<file path="src/rtl/dmem_arbiter_pkg.sv">
`default_nettype none
// ============================================================================
// Module   : dmem_arbiter_pkg
// Brief    : Shared FSM state encoding and port-select constants for the
//            data-memory arbiter.
// Revision : 1.0 - initial release
// ============================================================================
package dmem_arbiter_pkg;

    typedef enum logic [0:0] {
        P0_PRI   = 1'b0,
        P1_FORCE = 1'b1
    } arb_state_e;

    // One-hot grant vector: bit 0 = port 0, bit 1 = port 1
    localparam logic [1:0] c_sel_none = 2'b00;
    localparam logic [1:0] c_sel_p0   = 2'b01;
    localparam logic [1:0] c_sel_p1   = 2'b10;

    localparam logic [3:0] c_wait_max = 4'd15;

endpackage
`default_nettype wire

</file>
<file path="src/rtl/arb_wait_ctr.sv">
`default_nettype none
// ============================================================================
// Module   : arb_wait_ctr
// Brief    : Saturating count of consecutive port-1 denials with a threshold
//            flag that triggers the forced grant.
// Revision : 1.0 - initial release
// ============================================================================
module arb_wait_ctr
    import dmem_arbiter_pkg::*;
#(
    parameter int MAX_WAIT = 4
) (
    input  logic clk,
    input  logic reset,
    input  logic denied,
    output logic at_thresh
);

    if ((MAX_WAIT < 1) || (MAX_WAIT > 15)) begin : g_bad_max_wait
        $error("arb_wait_ctr: MAX_WAIT must be in 1..15");
    end

    localparam logic [3:0] c_thresh = 4'(MAX_WAIT - 1);

    logic [3:0] r_cnt;

    always_ff @(posedge clk) begin
        if (reset) begin
            r_cnt <= 4'd0;
        end else if (!denied) begin
            r_cnt <= 4'd0;
        end else if (r_cnt != c_wait_max) begin
            r_cnt <= r_cnt + 4'd1;
        end
    end

    assign at_thresh = (r_cnt == c_thresh);

endmodule
`default_nettype wire

</file>
<file path="src/rtl/dmem_arbiter.sv">
`default_nettype none
// ============================================================================
// Module   : dmem_arbiter
// Brief    : Two-port data-memory arbiter: CPU (port 0) has priority, port 1
//            is force-granted after MAX_WAIT consecutive denials.
// Revision : 1.0 - initial release
// ============================================================================
module dmem_arbiter
    import dmem_arbiter_pkg::*;
#(
    parameter int DATA_WIDTH = 16,
    parameter int ADDR_WIDTH = 8,
    parameter int MAX_WAIT   = 4
) (
    input  logic                  clk,
    input  logic                  reset,
    input  logic                  p0_req,
    input  logic                  p0_we,
    input  logic [ADDR_WIDTH-1:0] p0_addr,
    input  logic [DATA_WIDTH-1:0] p0_wdata,
    output logic                  p0_gnt,
    output logic                  p0_rvalid,
    output logic [DATA_WIDTH-1:0] p0_rdata,
    input  logic                  p1_req,
    input  logic                  p1_we,
    input  logic [ADDR_WIDTH-1:0] p1_addr,
    input  logic [DATA_WIDTH-1:0] p1_wdata,
    output logic                  p1_gnt,
    output logic                  p1_rvalid,
    output logic [DATA_WIDTH-1:0] p1_rdata,
    output logic                  cpu_stall,
    output logic                  mem_read,
    output logic                  mem_write,
    output logic [ADDR_WIDTH-1:0] mem_addr,
    output logic [DATA_WIDTH-1:0] mem_wdata,
    input  logic [DATA_WIDTH-1:0] mem_rdata
);

    arb_state_e            r_state;
    logic [1:0]            w_sel;
    logic                  w_p1_denied;
    logic                  w_at_thresh;
    logic                  r_p0_rvalid;
    logic                  r_p1_rvalid;
    logic [DATA_WIDTH-1:0] r_p0_rdata;
    logic [DATA_WIDTH-1:0] r_p1_rdata;

    // In P1_FORCE port 0 is never granted, even if port 1 has gone away
    always_comb begin
        w_sel = c_sel_none;
        unique case (r_state)
            P0_PRI: begin
                if (p0_req)      w_sel = c_sel_p0;
                else if (p1_req) w_sel = c_sel_p1;
            end
            P1_FORCE: begin
                if (p1_req)      w_sel = c_sel_p1;
            end
            default: w_sel = c_sel_none;
        endcase
    end

    assign p0_gnt      = w_sel[0];
    assign p1_gnt      = w_sel[1];
    assign cpu_stall   = p0_req & ~p0_gnt;
    assign w_p1_denied = p1_req & ~p1_gnt;

    arb_wait_ctr #(
        .MAX_WAIT (MAX_WAIT)
    ) u_wait_ctr (
        .clk       (clk),
        .reset     (reset),
        .denied    (w_p1_denied),
        .at_thresh (w_at_thresh)
    );

    always_ff @(posedge clk) begin
        if (reset) begin
            r_state <= P0_PRI;
        end else begin
            unique case (r_state)
                P0_PRI:   if (w_p1_denied && w_at_thresh) r_state <= P1_FORCE;
                P1_FORCE: r_state <= P0_PRI;
                default:  r_state <= P0_PRI;
            endcase
        end
    end

    // Strobes are gated by reset so no access reaches memory while it is held
    always_comb begin
        mem_read  = 1'b0;
        mem_write = 1'b0;
        mem_addr  = '0;
        mem_wdata = '0;
        if (p0_gnt) begin
            mem_read  = ~p0_we & ~reset;
            mem_write =  p0_we & ~reset;
            mem_addr  = p0_addr;
            mem_wdata = p0_wdata;
        end else if (p1_gnt) begin
            mem_read  = ~p1_we & ~reset;
            mem_write =  p1_we & ~reset;
            mem_addr  = p1_addr;
            mem_wdata = p1_wdata;
        end
    end

    always_ff @(posedge clk) begin
        if (reset) begin
            r_p0_rvalid <= 1'b0;
            r_p1_rvalid <= 1'b0;
            r_p0_rdata  <= '0;
            r_p1_rdata  <= '0;
        end else begin
            r_p0_rvalid <= p0_gnt & ~p0_we;
            r_p1_rvalid <= p1_gnt & ~p1_we;
            if (p0_gnt && !p0_we) r_p0_rdata <= mem_rdata;
            if (p1_gnt && !p1_we) r_p1_rdata <= mem_rdata;
        end
    end

    // A read captured just before reset rises must not be reported
    assign p0_rvalid = r_p0_rvalid & ~reset;
    assign p1_rvalid = r_p1_rvalid & ~reset;
    assign p0_rdata  = r_p0_rdata;
    assign p1_rdata  = r_p1_rdata;

endmodule
`default_nettype wire

</file>
<file path="config.mk">
export PLATFORM = sky130hd
export DESIGN_NAME = dmem_arbiter
export DESIGN_NICKNAME = d
export VERILOG_FILES = /design/src/rtl/dmem_arbiter_pkg.sv /design/src/rtl/arb_wait_ctr.sv /design/src/rtl/dmem_arbiter.sv
export SDC_FILE = /design/constraint.sdc
export NUM_CORES = 1
export LEC_CHECK = 0
export ABC_AREA = 1
export CORE_ASPECT_RATIO = 2
export CORE_MARGIN = 2
export CORE_UTILIZATION = 33
export DETAILED_ROUTE_END_ITERATION = 8
export PLACE_DENSITY = 0.77
export SKIP_CTS_REPAIR_TIMING = 1
export SKIP_LAST_GASP = 1
export SYNTH_ARGS = -nofsm -noshare
export SYNTH_HDL_FRONTEND = slang
export SYNTH_HIERARCHICAL = 1
export SYNTH_SLANG_ARGS = --single-unit
export TNS_END_PERCENT = 10
</file>
<file path="constraint.sdc">
create_clock -name clk -period 1.3 [get_ports clk]
set_input_delay 0.26 -clock clk [delete_from_list [all_inputs] [get_ports clk]]
set_output_delay 0.26 -clock clk [all_outputs]
set_load 0.02 [all_outputs]
</file>
==> summary.txt, run 1 <==
Run status
  • Status: complete, but fails checks
  • Violated checks: setup timing

Detailed routing
  • Via count: 2,485
  • DRC: 0
  • Post-route ant nets: 0
  • Detailed Route Iter0 Violations: 49
  • Pre-Repair DR Iteration Count: 5
  • Routed WL: 7340 um
  • Vias/cell: 4.66
  • Routed len/inst: 13.8 um

Pwr
  • Pleak: 1.91 nW
  • PwrDens: 895 nW/um^2
  • Peak VDD IR: 1.04 mV
  • Overall power: 3.41 mW

Critical path
  • Crit-path max FO: 6
  • Worst path arrival time: 1.31 ns
  • R2R Path End: u_wait_ctr/r_cnt[3]
  • Kind of critical path: flip-flop to output port
  • Setup crit start kind: flip-flop
  • Reg2Reg Depth: 9
  • R2R Setup Slk: -0.06 ns
  • Worst setup EP type: output port
  • Crit path required time: 1.04 ns
  • Worst reg2reg startpoint: r_state

Layout
  • Non-filler cells, final: 533
  • Finished Cell Area: 3810 sq um
  • Fin nets: 540
  • FILL cells: 532
  • Layout cells sized above 1: 18.5%
  • Area growth, synth to finish: 85.4%
  • Diode count: 0

Logic synthesis
  • Flops & latches, synth: 39
  • Synth Instances: 324
  • Cell Area, Synth: 2050 sq um
  • Ys async rst share: 0%
  • Synth Flop Type: dfxtp_1
  • Yosys warnings: 6
  • Top area cells in the synthesized netlist: dfxtp_1, nand2_1, inv_1
  • Yosys top cell area share: 38.0%
  • Synth unique cells: 25
  • Post-Syn Nets: 395
  • Sequential area share after synthesis: 38.0%
  • Mean Syn Cell Area: 6.34 sq um
  • Leading area contributor after synthesis: dfxtp_1
  • Number of synthesized flops with an enable pin: 0

Timing
  • Fin crit period: 1.57 ns
  • Hold Fails Final Rpt: 0
  • Max Slew Vio Count: 0
  • Worst-Margin Slew: 0.272 ns
  • Setup ws final: -0.270 ns
  • RSZ-0062 raised after global routing: yes
  • Max Freq: 0.637 GHz
  • Tcrit/Tclk final: 121%
  • Final setup violation count: 66
  • Setup TNS: -13.09 ns
  • Final hold slack: 0.483 ns
  • Max_slew headroom: 81.8%
  • Setup Skew: 0.00200 ns

Floorplan
  • Initial Util: 34.2%
  • IO Pins: 133
  • Row count: 40
  • Die area: 6910 sq um
  • Die span in x: 59.8 um
  • Core area: 6010 sq um
  • Chip height: 116 um

Global route
  • Vias in the first global route: 2,233
  • Pin count of the biggest net entering global routing: 26
  • Initial antenna violation count: 0
  • Tot GR Track Use: 19.1%
  • Total grt overflow: 0
  • First-pass GRT wire length: 10,000 um

Place
  • DP HPWL: 5500 um
  • Port bufs: 132
  • Placed cell areas: 3550 sq um
  • GP Congestion: 0.753
  • Placed Instances: 522

Clocking
  • Latest clock arrival within the worst-skew pair: 0.27 ns
  • Clk sinks: 39
  • CTS tree: built
  • CTS Buf Count: 5
  • H-Tree Depth: 2
  • Maximum clock insertion buffer count: 2
  • Root buffer cell: clkbuf_16
  • Worst-path clk slew: 0.06 ns

Min path
  • Critical hold path startpoint: p0_rdata[1]
  • Hold EP: p0_rdata[1]
  • Hold Path Stages: 2
  • Worst min path class: flip-flop to flip-flop

Run
  • Max-cap viol count: 0
-- sequential cells by signal (all words and copies together), names as in the netlist --
signal and cells:
r_state 1, r_p1_rvalid 1, p0_rdata 16, p1_rdata 16, u_wait_ctr/r_cnt 4, r_p0_rvalid 1
-- layout by cell type (no fill, tap or decap), types with 2 or more instances in the layout --
cell              n
o21ai_0          15
clkdlybuf4s50_1  99
dlymetal6s2s_1    7
buf_2             3
buf_12            2
nand2_2          17
clkbuf_16         7
buf_4            26
buf_6            12
nand3_1          18
dfxtp_1          38
nand2_1          95
nor2_1           27
clkbuf_1          2
nand4_1          16
nand2_4           7
inv_1            60
nand3_4           2
-- where the power goes --
part | switching, mW | internal [mW] | total [mW]
combinational | 0.469 | 0.503 | 0.972
sequential | 0.0305 | 1.25 | 1.28
clock | 0.449 | 0.709 | 1.16
-- Yosys cell counts (2+ instances only) --
cell,instances
nand3_4,2
nor2_1,28
o21ai_0,16
buf_4,2
clkbuf_1,4
nand3_1,18
inv_1,60
buf_6,3
nand4_1,16
clkinv_1,2
nand2_1,117
buf_2,4
dfxtp_1,39
inv_2,2
-- metrics by stage --
| step | setup WS (ns) | utilization (%) |
|---|---|---|
| after floorplan | -0.00712 | - |
| after global placement | -0.948 | 59.1 |
| after detailed placement | -0.976 | 59.1 |
| after CTS | -0.977 | 61.4 |
| after global routing | -0.320 | 63.4 |
| final | -0.270 | 63.4 |
-- final cells by class --
| cell class | count | area, sq um | area share [%] |
|---|---|---|---|
| Clock inverter | 1 | 5.00 | 0.131 |
| Timing Repair Buffer | 152 | 1520 | 39.9 |
| Inverter | 64 | 250 | 6.57 |
| Tap cell | 63 | 78.8 | 2.07 |
| Clock buffer | 7 | 133 | 3.48 |
| Multi-Input combinational cell | 207 | 1040 | 27.2 |
| Sequential cell | 39 | 785 | 20.6 |
-- per-layer routing --
metal | vias up | wire length [um] | share of wire (%) | global-route usage (%)
met5 | - | 0 | 0 | 0
met4 | 0 | 99 | 1.3 | 6.67
met3 | 8 | 776 | 11 | 5.92
met2 | 131 | 4080 | 56 | 39.0
met1 | 1086 | 2380 | 32 | 15.9
li1 | 1260 | - | - | -
-- worst max-delay path: stages, from the launching register on --
cell       delay [ns]
dfxtp_4          0.39
inv_4            0.04
nand2_4          0.06
nand2_4          0.06
inv_8            0.08
clkbuf_16        0.15
nand2_2          0.06
nand2_2          0.06
buf_6            0.11
-- cell families (layout without fill, tap and decap cells) --
logic type	after synthesis	in the layout	share of synthesized area, %
and+or+nand+nor	187	187	40.6
buffers and inverters	78	224	16.0
DFF	39	39	38.0
AOI/OAI and AO/OA	19	19	4.75
adders and majority gates	1	1	0.609
-- worst max-delay path by stage --
| stage | start | to | depth (start not counted) |
|---|---|---|---|
| 2_1_floorplan | r_state | mem_wdata[0] | 7 |
| 3_3_place_gp | p0_req | mem_wdata[7] | 7 |
| 3_5_place_dp | p0_req | mem_wdata[7] | 7 |
| 4_1_cts | p0_req | mem_wdata[7] | 7 |
| 5_1_grt | r_state | mem_addr[6] | 8 |
| 6_report | r_state | mem_wdata[11] | 8 |
No activity file was read; power rests on OpenSTA's default activity.
==> run 2: changes to the inputs <==
--- a/config.mk
+++ b/config.mk
@@ -6,6 +6,7 @@
 export NUM_CORES = 1
 export LEC_CHECK = 0
 export ABC_AREA = 1
+export CAP_MARGIN = 25
 export CORE_ASPECT_RATIO = 2
 export CORE_MARGIN = 2
 export CORE_UTILIZATION = 33
@@ -13,6 +14,7 @@
 export PLACE_DENSITY = 0.77
 export SKIP_CTS_REPAIR_TIMING = 1
 export SKIP_LAST_GASP = 1
+export SLEW_MARGIN = 30
 export SYNTH_ARGS = -nofsm -noshare
 export SYNTH_HDL_FRONTEND = slang
 export SYNTH_HIERARCHICAL = 1
==> results of run 2 <==
The final DEF is identical to that of run 1; final timing and power are the same.
==> run 3: changes to the inputs <==
--- a/config.mk
+++ b/config.mk
@@ -8,7 +8,7 @@
 export ABC_AREA = 1
 export CAP_MARGIN = 25
 export CORE_ASPECT_RATIO = 2
-export CORE_MARGIN = 2
+export CORE_MARGIN = 1.5
 export CORE_UTILIZATION = 33
 export DETAILED_ROUTE_END_ITERATION = 8
 export PLACE_DENSITY = 0.77
==> run 3 against run 2 <==
The flow still finishes with violations (setup timing). Clock-buffer cell count unchanged. Total power increased by 2.6%. Core utilization increased by 0.90 points. Largest power group unchanged. Clock skew increased by 0.0044 ns. Largest cell class unchanged. Setup slack got worse by 0.018 ns. Combinational power increased by 2%. Sequential cell count unchanged. Hold slack improved by 0.0079 ns. Clock power increased by 6%. Fmax decreased by 1.1%.
==> summary.txt, run 3 (same netlist as run 1, synthesis figures left out) <==
Min path
  • Worst min path class: flip-flop to flip-flop
  • Critical hold path startpoint: p0_rdata[4]

Run
  • Max-cap viol count: 0 (unchanged)

Layout
  • Final core occ: 64.3% (+0.90 points)
  • Commonest non-fill, non-tap cells in the layout: clkdlybuf4s50_1, nand2_1, inv_1
  • FILL cells: 549 (+3.2%)
  • Fin nets: 541 (+0.19%)
  • Diode count: 0 (unchanged)
  • Area growth, synth to finish: 88.0%
  • Layout cells sized above 1: 21.4% (+2.9 points)
  • Leading cell type in the layout, fill and taps excluded: clkdlybuf4s50_1

Clocking
  • H-Tree Depth: 2 (unchanged)
  • Root buffer cell: clkbuf_16
  • CTS tree: built
  • Latest clock arrival within the worst-skew pair: 0.28 ns (about the same)
  • Worst-path clk slew: 0.06 ns (about the same)
  • Maximum clock insertion buffer count: 2 (unchanged)
  • CTS Buf Count: 5 (unchanged)
  • Clk sinks: 39 (unchanged)

Timing
  • Max Freq: 0.630 GHz (-1.1%)
  • Max Slew Vio Count: 0 (unchanged)
  • Final setup violation count: 67 (+1.5%)
  • Hold Fails Final Rpt: 0 (unchanged)
  • Final hold slack: 0.491 ns (+0.00793 ns)
  • Worst-Margin Slew: 0.342 ns (+0.0699 ns)
  • Setup Skew: 0.00641 ns (+0.00441 ns)
  • RSZ-0062 raised after global routing: yes
  • Max_slew headroom: 77.2% (-4.6 points)
  • Setup ws final: -0.288 ns (-0.0179 ns)
  • Fin crit period: 1.59 ns (+0.0179 ns)
  • Tcrit/Tclk final: 122% (+1.4 points)

Global route
  • Met2 Resource Use GR: 40.9% (+1.9 points)
  • First-pass GRT wire length: 10,800 um (+7.4%)
  • Total grt overflow: 0 (unchanged)
  • Tot GR Track Use: 20.6% (+1.5 points)
  • Busiest grt layer: met2
  • Routing usage on met1: 18.4% (+2.5 points)
  • Routing usage on met3: 6.10% (+0.19 points)
  • Pin count of the biggest net entering global routing: 34 (+31%)
  • Vias in the first global route: 2,380 (+6.6%)
  • Initial antenna violation count: 0 (unchanged)

Critical path
  • Worst reg2reg startpoint: r_state
  • Crit-path max FO: 6 (unchanged)
  • Worst setup EP type: output port
  • Crit path required time: 1.04 ns (about the same)
  • Worst setup startpoint: r_state
  • Worst path arrival time: 1.33 ns (+0.02 ns)
  • Setup crit start kind: flip-flop
  • Kind of critical path: flip-flop to output port

Place
  • Port bufs: 132 (unchanged)
  • GP Congestion: 0.762 (+1.1%)
  • DP HPWL: 5380 um (-2.1%)

Detailed routing
  • Via count: 2,529 (+1.8%)
  • Detailed Route Iter0 Violations: 86 (+76%)
  • Pre-Repair DR Iteration Count: 4 (-1)
  • Post-route ant nets: 0 (unchanged)
  • DRC: 0 (unchanged)
  • Routed len/inst: 13.9 um (+1.2%)
  • Vias/cell: 4.74 (+1.6%)
  • Routed WL: 7440 um (+1.4%)

Floorplan
  • Core area: 6010 sq um (unchanged)
  • Die area: 6730 sq um (-2.5%)
  • Initial Util: 34.2% (unchanged)
  • Chip height: 115 um (-0.87%)
  • Die span in x: 58.8 um (-1.7%)
  • IO Pins: 133 (unchanged)
  • Row count: 40 (unchanged)

Pwr
  • PwrDens: 906 nW/um^2 (+1.2%)
  • Peak VDD IR: 0.784 mV (-25%)
  • Pleak: 1.91 nW (about the same)

Run status
  • Violated checks: setup timing
  • Status: complete, but fails checks
[run 3: critical path: stages (launching register included)]
cell	delay [ns]
dfxtp_4	0.39
inv_4	0.04
nand2_4	0.07
nand2_4	0.06
inv_8	0.08
buf_6	0.13
nand2_1	0.06
nand2_1	0.07
buf_4	0.14
[run 3: cell type report]
cell class | instances | area (sq um) | share of cell area, %
Sequential cell | 39 | 785 | 20.3
Clock buffer | 7 | 143 | 3.70
Timing Repair Buffer | 153 | 1560 | 40.3
Multi-Input combinational cell | 207 | 1040 | 26.9
Clock inverter | 1 | 8.76 | 0.227
Tap cell | 63 | 78.8 | 2.04
Inverter | 64 | 250 | 6.48
[run 3: routing by layer]
metal,wire length (um),vias to the layer above
met3,696,10
li1,-,1266
met2,4220,118
met1,2380,1135
met5,0,-
met4,140,0
[run 3: path summary, 6_finish.rpt]
path | endpoint | slack [ns] | cells past startpoint
worst max-delay path | mem_wdata[6] | -0.29 | 8
worst min register to register | p0_rdata[4] | 0.49 | 2
worst min-delay path | p0_rdata[4] | 0.49 | 2
worst max register to register | u_wait_ctr/r_cnt[2] | -0.07 | 8
[run 3: through the flow]
stage | TNS [ns] | worst slack [ns] | total power, mW | instances | cell area, sq um
after floorplan | -0.0742 | -0.00712 | 1.71 | 324 | 2090
after global placement | -36.93 | -0.890 | 2.22 | 522 | 3540
after detailed placement | -38.39 | -0.898 | 2.24 | 522 | 3540
after CTS | -33.69 | -0.901 | 3.46 | 530 | 3690
after global routing | -17.11 | -0.333 | 3.64 | 534 | 3860
final | -13.25 | -0.288 | 3.50 | 534 | 3860
[run 3: power by group]
part	leakage (nW)	internal (mW)	switching [mW]
logic	1.52	0.515	0.474
clock network	0.0741	0.767	0.462
registers	0.319	1.25	0.0309
total	1.91	2.53	0.967
